<file path="src/rtl/tsmp_forward_table_arbiter.sv">
`default_nettype none
// tsmp_forward_table_arbiter: single-port forward table RAM shared between the config path
// (one-entry holding slot, starvation guard) and the lookup path (priority, request/ack).
module tsmp_forward_table_arbiter #(
  parameter int ADDR_W     = 12,
  parameter int DATA_W     = 34,
  parameter int RAM_RD_LAT = 2,
  parameter int STARVE_MAX = 8
) (
  input  logic              i_clk,
  input  logic              i_rst_n,
  input  logic              i_cfg_wr,
  input  logic              i_cfg_rd,
  input  logic [ADDR_W-1:0] iv_cfg_addr,
  input  logic [DATA_W-1:0] iv_cfg_wdata,
  output logic              o_cfg_ready,
  output logic [DATA_W-1:0] ov_cfg_rdata,
  output logic              o_cfg_rdata_valid,
  output logic              o_cfg_overflow,
  input  logic              i_lkp_req,
  input  logic [ADDR_W-1:0] iv_lkp_addr,
  output logic              o_lkp_ack,
  output logic [DATA_W-1:0] ov_lkp_rdata,
  output logic              o_lkp_rdata_valid,
  output logic [ADDR_W-1:0] ov_ram_addr,
  output logic [DATA_W-1:0] ov_ram_wdata,
  output logic              o_ram_wr,
  output logic              o_ram_rd,
  input  logic [DATA_W-1:0] iv_ram_rdata,
  output logic [15:0]       ov_cfg_stall_cnt
);

  localparam int                  STARVE_W   = $clog2(STARVE_MAX + 1);
  localparam logic [STARVE_W-1:0] STARVE_LIM = STARVE_W'(STARVE_MAX);
  localparam int                  TAG_D      = RAM_RD_LAT + 1;

  logic                slot_wr;
  logic [ADDR_W-1:0]   slot_addr;
  logic [DATA_W-1:0]   slot_wdata;
  logic [STARVE_W-1:0] starve_cnt;
  logic [TAG_D-1:0]    tag_vld;
  logic [TAG_D-1:0]    tag_cfg;
  logic                cfg_strobe;
  logic                capture;
  logic                cfg_win;
  logic                lkp_win;
  logic                rd_issue;

  // o_cfg_ready low is exactly "slot pending", so it doubles as the pending flag.
  assign cfg_strobe = i_cfg_wr | i_cfg_rd;
  assign capture    = o_cfg_ready & cfg_strobe;
  assign cfg_win    = ~o_cfg_ready & (~i_lkp_req | (starve_cnt == STARVE_LIM));
  assign lkp_win    = i_lkp_req & ~cfg_win;
  assign o_lkp_ack  = lkp_win;
  assign rd_issue   = lkp_win | (cfg_win & ~slot_wr);

  always_ff @(posedge i_clk or negedge i_rst_n) begin
    if (!i_rst_n) begin
      o_cfg_ready    <= 1'b1;
      o_cfg_overflow <= 1'b0;
      slot_wr        <= 1'b0;
      slot_addr      <= '0;
      slot_wdata     <= '0;
    end else begin
      o_cfg_overflow <= cfg_strobe & ~o_cfg_ready;
      if (capture) begin
        o_cfg_ready <= 1'b0;
        slot_wr     <= i_cfg_wr;
        slot_addr   <= iv_cfg_addr;
        slot_wdata  <= iv_cfg_wdata;
      end else if (cfg_win) begin
        o_cfg_ready <= 1'b1;
      end
    end
  end

  always_ff @(posedge i_clk or negedge i_rst_n) begin
    if (!i_rst_n) begin
      starve_cnt       <= '0;
      ov_cfg_stall_cnt <= '0;
    end else if (cfg_win) begin
      starve_cnt <= '0;
    end else if (~o_cfg_ready & lkp_win) begin
      if (starve_cnt != STARVE_LIM) starve_cnt <= starve_cnt + 1'b1;
      if (ov_cfg_stall_cnt != 16'hFFFF) ov_cfg_stall_cnt <= ov_cfg_stall_cnt + 16'd1;
    end
  end

  always_ff @(posedge i_clk or negedge i_rst_n) begin
    if (!i_rst_n) begin
      o_ram_wr     <= 1'b0;
      o_ram_rd     <= 1'b0;
      ov_ram_addr  <= '0;
      ov_ram_wdata <= '0;
    end else begin
      o_ram_wr <= cfg_win & slot_wr;
      o_ram_rd <= rd_issue;
      if (cfg_win)      ov_ram_addr <= slot_addr;
      else if (lkp_win) ov_ram_addr <= iv_lkp_addr;
      else              ov_ram_addr <= '0;
      if (cfg_win & slot_wr) ov_ram_wdata <= slot_wdata;
    end
  end

  // Tag stage 0 lines up with o_ram_rd; the last stage lines up with valid RAM data.
  always_ff @(posedge i_clk or negedge i_rst_n) begin
    if (!i_rst_n) begin
      tag_vld           <= '0;
      tag_cfg           <= '0;
      o_cfg_rdata_valid <= 1'b0;
      o_lkp_rdata_valid <= 1'b0;
      ov_cfg_rdata      <= '0;
      ov_lkp_rdata      <= '0;
    end else begin
      tag_vld           <= {tag_vld[TAG_D-2:0], rd_issue};
      tag_cfg           <= {tag_cfg[TAG_D-2:0], cfg_win};
      o_cfg_rdata_valid <= tag_vld[TAG_D-1] & tag_cfg[TAG_D-1];
      o_lkp_rdata_valid <= tag_vld[TAG_D-1] & ~tag_cfg[TAG_D-1];
      if (tag_vld[TAG_D-1] & tag_cfg[TAG_D-1])  ov_cfg_rdata <= iv_ram_rdata;
      if (tag_vld[TAG_D-1] & ~tag_cfg[TAG_D-1]) ov_lkp_rdata <= iv_ram_rdata;
    end
  end

endmodule
`default_nettype wire
</file>
<file path="config.mk">
export PLATFORM = sky130hd
export DESIGN_NAME = tsmp_forward_table_arbiter
export DESIGN_NICKNAME = d
export VERILOG_FILES = /design/src/rtl/tsmp_forward_table_arbiter.sv
export SDC_FILE = /design/constraint.sdc
export NUM_CORES = 1
export LEC_CHECK = 0
export CORE_MARGIN = 4
export CORE_UTILIZATION = 40
export DETAILED_ROUTE_END_ITERATION = 10
export GPL_ROUTABILITY_DRIVEN = 0
export PLACE_DENSITY = 0.71
export RECOVER_POWER = 25
export SYNTH_ARGS = -nofsm -noshare
export SYNTH_HDL_FRONTEND = slang
export SYNTH_SLANG_ARGS = --single-unit
</file>
<file path="constraint.sdc">
create_clock -name i_clk -period 5.86 [get_ports i_clk]
set_input_delay 0.586 -clock i_clk [delete_from_list [all_inputs] [get_ports i_clk]]
set_output_delay 0.586 -clock i_clk [all_outputs]
set_load 0.02 [all_outputs]
</file>
# == After elaboration in Yosys (flattened, before gate mapping) ==
# Cells that the tools add are included.
# word_totals
wordCells,51
out_inout_bits,137
in_bits,97
reg_bits,193
# classes
n_reduce_logical,5
n_eq_ne,3
mux,7
add_sub_neg,2
bitwise_logic,17
# op_table
operator,count
$mux W12,2
$add A16 B1 Y16 const B,1
$ne A16 B16 Y1 const B,1
$mux W4,3
$and A1 B1 Y1,9
$reduce_bool A2 Y1,3
$not A1 Y1,5
$add A4 B1 Y4 const B,1
$eq A4 B4 Y1 const B,1
$ne A4 B4 Y1 const B,1
$or A1 B1 Y1,3
$reduce_and A3 Y1,1
$mux W1,2
$reduce_and A2 Y1,1

# == Logic depth before layout (Yosys ltp) ==
# Gate-level depths: netlist of run 1.
# depth
word_depth,8
depth_mapped,8
mapped_depth_nobuf,6

# == Least setup slack after synthesis of run 1 ==
# Ideal clock, no wire load.
# synth_path
kind,reg-to-output
from,reg starve_cnt[0]
to,out o_lkp_ack
slack_ns,3.749
t_arrival_ns,1.525
n_path_buf,2
stages_incl_launch_ff,8
required_time_ns,5.274
path_cell_list,dfrtp_1 > inv_1 > ha_1 > nand3b_1 > a21oi_1 > clkbuf_1 > clkbuf_1 > nor2_1
# synth_via
elab_chain_len,5
# synth_rtl
item,line_no,rtl
from (decl),40,logic [STARVE_W-1:0] starve_cnt;
from (signal assigned),84,if (starve_cnt != STARVE_LIM) starve_cnt <= starve_cnt + 1'b1;
$eq A4 B4 Y1,52,assign cfg_win = ~o_cfg_ready & (~i_lkp_req | (starve_cnt == STARVE_LIM));
$or A1 B1 Y1,52,
$and A1 B1 Y1,52,
named net cfg_win,45,logic cfg_win;
$not A1 Y1 (no line),n/a,
$and A1 B1 Y1,53,assign lkp_win = i_lkp_req & ~cfg_win;
to (decl),22,"output logic o_lkp_ack,"
# The timed path passes the listed nets, and every way through them passes these cells.

# == Final worst setup path of run 1 ==
# layout_path
from,in i_lkp_req
to,out o_lkp_ack
# layout_via
elab_chain_len,5
# layout_rtl
item,line_no,rtl
from (decl),20,"input logic i_lkp_req,"
$not A1 Y1,52,
$or A1 B1 Y1,52,
$and A1 B1 Y1,52,
$not A1 Y1 (no line),n/a,
$and A1 B1 Y1 (*),53,
# Mark *: on every way between the ends. The rest lies on a longest branch, timed or not.

==> results of run 1 <==
-- worst max path at each step --
stage                              from          endpoint  slack (ns)  cells past startpoint
final                         i_lkp_req         o_lkp_ack        2.38                      4
after floorplan           starve_cnt[0]         o_lkp_ack        3.75                      7
after CTS                     i_lkp_req         o_lkp_ack        2.40                      4
after global placement        i_lkp_req         o_lkp_ack        2.43                      4
after detailed placement      i_lkp_req         o_lkp_ack        2.41                      4
after global routing            i_rst_n  ov_cfg_rdata[13]        1.58                      2
-- layout make-up --
type	instances	share of cell area (%)
Clock buffer	19	4.30
Clock inverter	13	1.89
Inverter	7	0.249
Multi-Input combinational cell	272	22.8
Sequential cell	192	45.6
Tap cell	229	2.72
Timing Repair Buffer	238	22.4
-- routing by layer --
metal	GRT usage (%)	part of all wire [%]
met4	5.35	1.6
met3	8.81	12
met5	0	0
met1	20.3	39
met2	27.0	47
-- state kept, by name, indices dropped and copies added, names as in the netlist --
register,count
slot_wdata,34
o_cfg_rdata_valid,1
o_cfg_overflow,1
slot_wr,1
ov_cfg_stall_cnt,16
starve_cnt,4
slot_addr,12
o_cfg_ready,1
ov_ram_addr,12
ov_lkp_rdata,34
ov_ram_wdata,34
o_ram_wr,1
tag_cfg,3
ov_cfg_rdata,34
o_lkp_rdata_valid,1
tag_vld,3
-- through the flow --
step	instances	power, mW
3_3_place_gp	938	4.33
2_1_floorplan	493	3.29
6_report	970	5.62
3_5_place_dp	938	4.41
5_1_grt	970	5.92
4_1_cts	970	5.69
-- critical path, cell delays in order --
cell and delay, ns:
clkdlybuf4s50_1 0.68, a21oi_2 0.94, nor2_1 0.08, clkdlybuf4s50_1 0.61
-- power by group --
group / switching [mW] / internal (mW)
logic: 1.01 / 1.18
clock network: 0.512 / 0.749
registers: 0.308 / 1.86
-- logic make-up (layout without fill, tap and decap cells) --
logic type	Yosys count	after routing
compound gates	20	20
xor+xnor	14	14
fa+ha+maj	3	3
buf+inv	29	277
flops	192	192
mux	150	150
simple gates	85	85
-- cell usage in the layout (no fill, tap or decap), types with 2 or more instances in the layout --
cell type / n
clkdlybuf4s50_1: 231
dfrtp_1: 191
mux2_2: 150
nand2_1: 36
clkbuf_16: 17
o21ai_0: 14
nor2_1: 12
xor2_1: 10
inv_1: 7
nand4_1: 6
nor4_1: 5
buf_4: 5
nand2b_1: 4
nand3_1: 4
nor3_1: 4
xnor2_1: 4
bufinv_16: 4
ha_1: 3
inv_6: 3
and2_1: 2
a21oi_1: 2
and4_1: 2
or3_1: 2
inv_8: 2
clkinv_4: 2
clkbuf_8: 2
==> impl_metrics.yaml, run 1 <==
synthesis:
  synth_common_cells: "191 x dfrtp_1, 150 x mux2_2, 36 x nand2_1, 15 x o21ai_0, 13 x clkbuf_1"
  synthCells: 493
  syn_area_per_cell_um2: 14.8
  ys.flop_type: "dfrtp_1"
  synth_area_leaders: "dfrtp_1 65%, mux2_2 23%, nand2_1 1.8%"
  post-synth-top-count-cell: "dfrtp_1"
  seq_area_frac_synth_pct: 65.7
  synth_cell_type_count: 32
  yosysTopAreaCellShare_pct: 65.3
  synth_fa_ha_area_share_pct: 0.513
  syn_area_um2: 7320
  synth_compound_area_share_pct: 1.47
  yosys.area_share.simple_pct: 5.88
  yosys.area.top_type: "dfrtp_1"
  synth_nets: 593
  synth-xor-area-share_pct: 1.68
  ys_ff_latch: 192
  muxShareOfSynthArea_pct: 23.1
  synth_top_family_by_area: "multiplexers"
  synth_edf_count: 0
  async_reset_ff_share_pct: 100
  ys_warn_count: 0
critical_path:
  critPathKind: "in2out"
  cp-start-kind: "input port"
  arrival_ns: 2.90
  path_max_fanout: 29
  reg2reg_slack_ns: 3.07
  ff2ff_path_depth: 7
  r2r-start: "starve_cnt[0]"
  required_ns: 5.27
  timing.rr.end: "ov_ram_wdata[5]"
  end_kind: "primary output"
layout:
  drive_gt1_share_pct: 25.9
  syn_to_final_growth_pct: 43.9
  fin_util_pct: 58.7
  fin_area_um2: 10500
  antenna_cells: 0
  multi_input_area_um2: 2400
  regArea_um2: 4810
  nets: 828
  fillerInstances: 1422
place:
  placed_area_um2: 9890
  place.port_buffers: 233
  dp_hpwl_um: 12500
  dp_slack_ns: 2.41
grt:
  overflow: 0
  grt_max_degree: 75
  grt_pass1_wl_um: 27200
  antenna_found_initial: 0
  grt_use_total_pct: 17.0
  grt_pass1_vias: 5172
hold_path:
  hold_class: "reg2reg"
  holdPathEnd: "tag_cfg[2]"
  hp-start: "tag_cfg[1]"
  holdPathStages: 0
timing:
  grt_setup_unrepaired: "false"
  setup_viol: 0
  slew_viol_final: 98
  finalHoldViolations: 0
  fmax_ghz: 0.287
  tns_ns: 0
  post-route-period-util_pct: 59.4
  min_period_ns: 3.48
  worst_slack_ns: 2.38
  timing.hold.ws_ns: 0.351
  slew_headroom_pct: -108
  skew_ns: 0.00703
  worstMarginPinSlew_ns: 3.12
status:
  failed_checks: "capacitance limit, slew limit"
  outcome: "complete, but fails checks"
die:
  coreArea_um2: 18000
  initial_core_util_pct: 40.7
  die_h_um: 143
  ios: 234
  rows: 49
  die_x_um: 143
  die-area_um2: 20500
clock_network:
  ctsHtreeMaxLevel: 4
  clkSinkCount: 192
  worst_skew_pair.late_latency_ns: 0.42
  cts_tree: "yes"
  clock_path_buffers: 2
  cts_hold_buf: 0
  numCtsBuffers: 17
  path_clk_slew_ns: 0.07
  root_buffer: "clkbuf_16"
  post-cts-setup-buffers: 0
  post_cts_resized: 0
detailed_routing:
  vias: 4798
  postRouteAntennaNets: 0
  drtIter0Drc: 193
  drt_pass1_iterations: 4
  routed_wl_um: 17200
  drcViolationCount: 0
  drt-vias-per-instance: 4.95
  wl_per_cell_um: 17.7
job:
  maxCapViolations: 2
power_and_ir_drop:
  p_leak_nw: 4.40
  vdd_drop_max_mv: 0.251
  p_per_area_nw_per_um2: 534
Power figures use the tool's default switching activity.
==> run 2, diff against run 1 <==
==> constraint.sdc (replaced) <==
create_clock -name i_clk -period 3.7 [get_ports i_clk]
set_input_delay 0.37 -clock i_clk [delete_from_list [all_inputs] [get_ports i_clk]]
set_output_delay 0.37 -clock i_clk [all_outputs]
set_load 0.02 [all_outputs]
==> run 2 against run 1 <==
  * The run still ends with capacitance limit, slew limit left
  * Critical endpoint unchanged
  * Highest routed layer unchanged
  * Via count decreased by 0.77%
  * Non-clock buffer count increased by 2
  * Critical path type unchanged
  * Sequential power increased by 58%
  * Combinational power increased by 59%
  * Flip-flop and latch count unchanged
  * Hold slack got worse by 0.0010 ns
  * Total power increased by 57%
  * Core utilization increased by 0.12 points
==> impl_metrics.yaml, run 2 (synthesis results as in run 1) <==
layout:
  fin_util_pct: 58.8
  fin_area_um2: 10600
  syn_to_final_growth_pct: 44.2
  final_cell_mix: "231 x clkdlybuf4s50_1, 191 x dfrtp_1, 150 x mux2_2"
  antenna_cells: 0
  stdcell_count: 972
  nets: 830
  drive_gt1_share_pct: 26.0
  layout_commonest_cell: "clkdlybuf4s50_1"
status:
  outcome: "complete, but fails checks"
  failed_checks: "capacitance limit, slew limit"
die:
  rows: 49
  die_x_um: 143
  ios: 234
  initial_core_util_pct: 40.7
  die-area_um2: 20500
  coreArea_um2: 18000
  die_h_um: 143
power_and_ir_drop:
  p_leak_nw: 4.41
  vdd_drop_max_mv: 0.507
  p_per_area_nw_per_um2: 836
  power_mw: 8.83
critical_path:
  slowest_stage: "dlygate4sd3_1"
  cp-startpoint: "i_lkp_req"
  path_max_fanout: 15
  required_ns: 3.33
  max_stage_delay_ns: 0.89
  cp-start-kind: "input port"
  cpLargestDelayFamily: "buffers and inverters"
  ff2ff_path_depth: 7
  r2r-start: "starve_cnt[0]"
  critPathKind: "in2out"
  cp-endpoint: "o_lkp_ack"
  timing.rr.end: "ov_ram_wdata[10]"
  arrival_ns: 2.27
  path_cells: "dlygate4sd3_1, a21oi_2, nor2_1, clkdlybuf4s50_1"
  end_kind: "primary output"
  path_depth: 4
  critPathBufInv: 2
  reg2reg_slack_ns: 1.38
detailed_routing:
  routed_wl_um: 17000
  drt-vias-per-instance: 4.90
  drcViolationCount: 0
  drtIter0Drc: 158
  vias: 4761
  drt_pass1_iterations: 4
  wl_per_cell_um: 17.5
  postRouteAntennaNets: 0
timing:
  tns_ns: 0
  setup_viol: 0
  skew_ns: 0.0119
  slew_viol_final: 113
  min_period_ns: 2.64
  post-route-period-util_pct: 71.3
  timing.hold.ws_ns: 0.350
  finalHoldViolations: 0
  grt_setup_unrepaired: "false"
  worstMarginPinSlew_ns: 1.88
  fmax_ghz: 0.379
  worst_slack_ns: 1.06
  slew_headroom_pct: -25.1
clock_network:
  root_buffer: "clkbuf_16"
  clock_path_buffers: 2
  numCtsBuffers: 17
  path_clk_slew_ns: 0.07
  ctsHtreeMaxLevel: 4
  clkSinkCount: 192
  worst_skew_pair.late_latency_ns: 0.43
  cts_tree: "yes"
hold_path:
  hp-start: "tag_vld[1]"
  hold_class: "reg2reg"
grt:
  grt_pass1_vias: 5202
  grt_pass1_wl_um: 27200
  grt_use_total_pct: 17.0
  antenna_found_initial: 0
  overflow: 0
  grt_max_degree: 78
place:
  dp_hpwl_um: 12500
  place.port_buffers: 233
  dp_cells: 939
  dp_slack_ns: 1.02
  placed_area_um2: 9930
job:
  maxCapViolations: 2
==> run 2: cell count changes in the layout (fill, tap and decap cells not counted), moves of 2 or more <==
cell and change:
buf_12 +2, clkinv_8 +2, inv_8 +3, clkinv_4 -2, bufinv_16 -2
==> run 2: report_power, final <==
group	internal, mW	switching (mW)
logic	1.88	1.60
clock network	1.06	0.861
registers	2.95	0.483
==> run 2: how the worst min path moves through the flow <==
stage / to / slack [ns] / cells after the start
2_1_floorplan: o_cfg_overflow / 0.07 / 0
3_3_place_gp: tag_vld[2] / 0.34 / 0
4_1_cts: tag_vld[2] / 0.35 / 0
6_report: tag_vld[2] / 0.35 / 0
3_5_place_dp: tag_vld[2] / 0.34 / 0
5_1_grt: tag_vld[2] / 0.36 / 0
==> run 2: per-layer routing <==
layer / routed length, um / up-vias / track usage (%)
met5: 0 / - / 0
met4: 293 / 0 / 4.96
met3: 2010 / 16 / 8.81
met2: 8220 / 189 / 27.5
met1: 6480 / 2358 / 19.9
li1: - / 2198 / -
==> run 2: cell type report <==
cell class,instances,area [um2]
clock buffer,18,439
clock inverter,14,190
fill,1400,7410
inverter,7,26.3
multi-input combinational,272,2400
sequential,192,4810
tap,229,287
timing repair buffer,240,2410
==> run 2: repair_timing <==
item,4_1_cts,5_1_grt
endpoints found under the setup margin,0,0
resized for setup,0,0
hold buffers,1,0
setup buffers,0,0
hold endpoints to repair,46,0
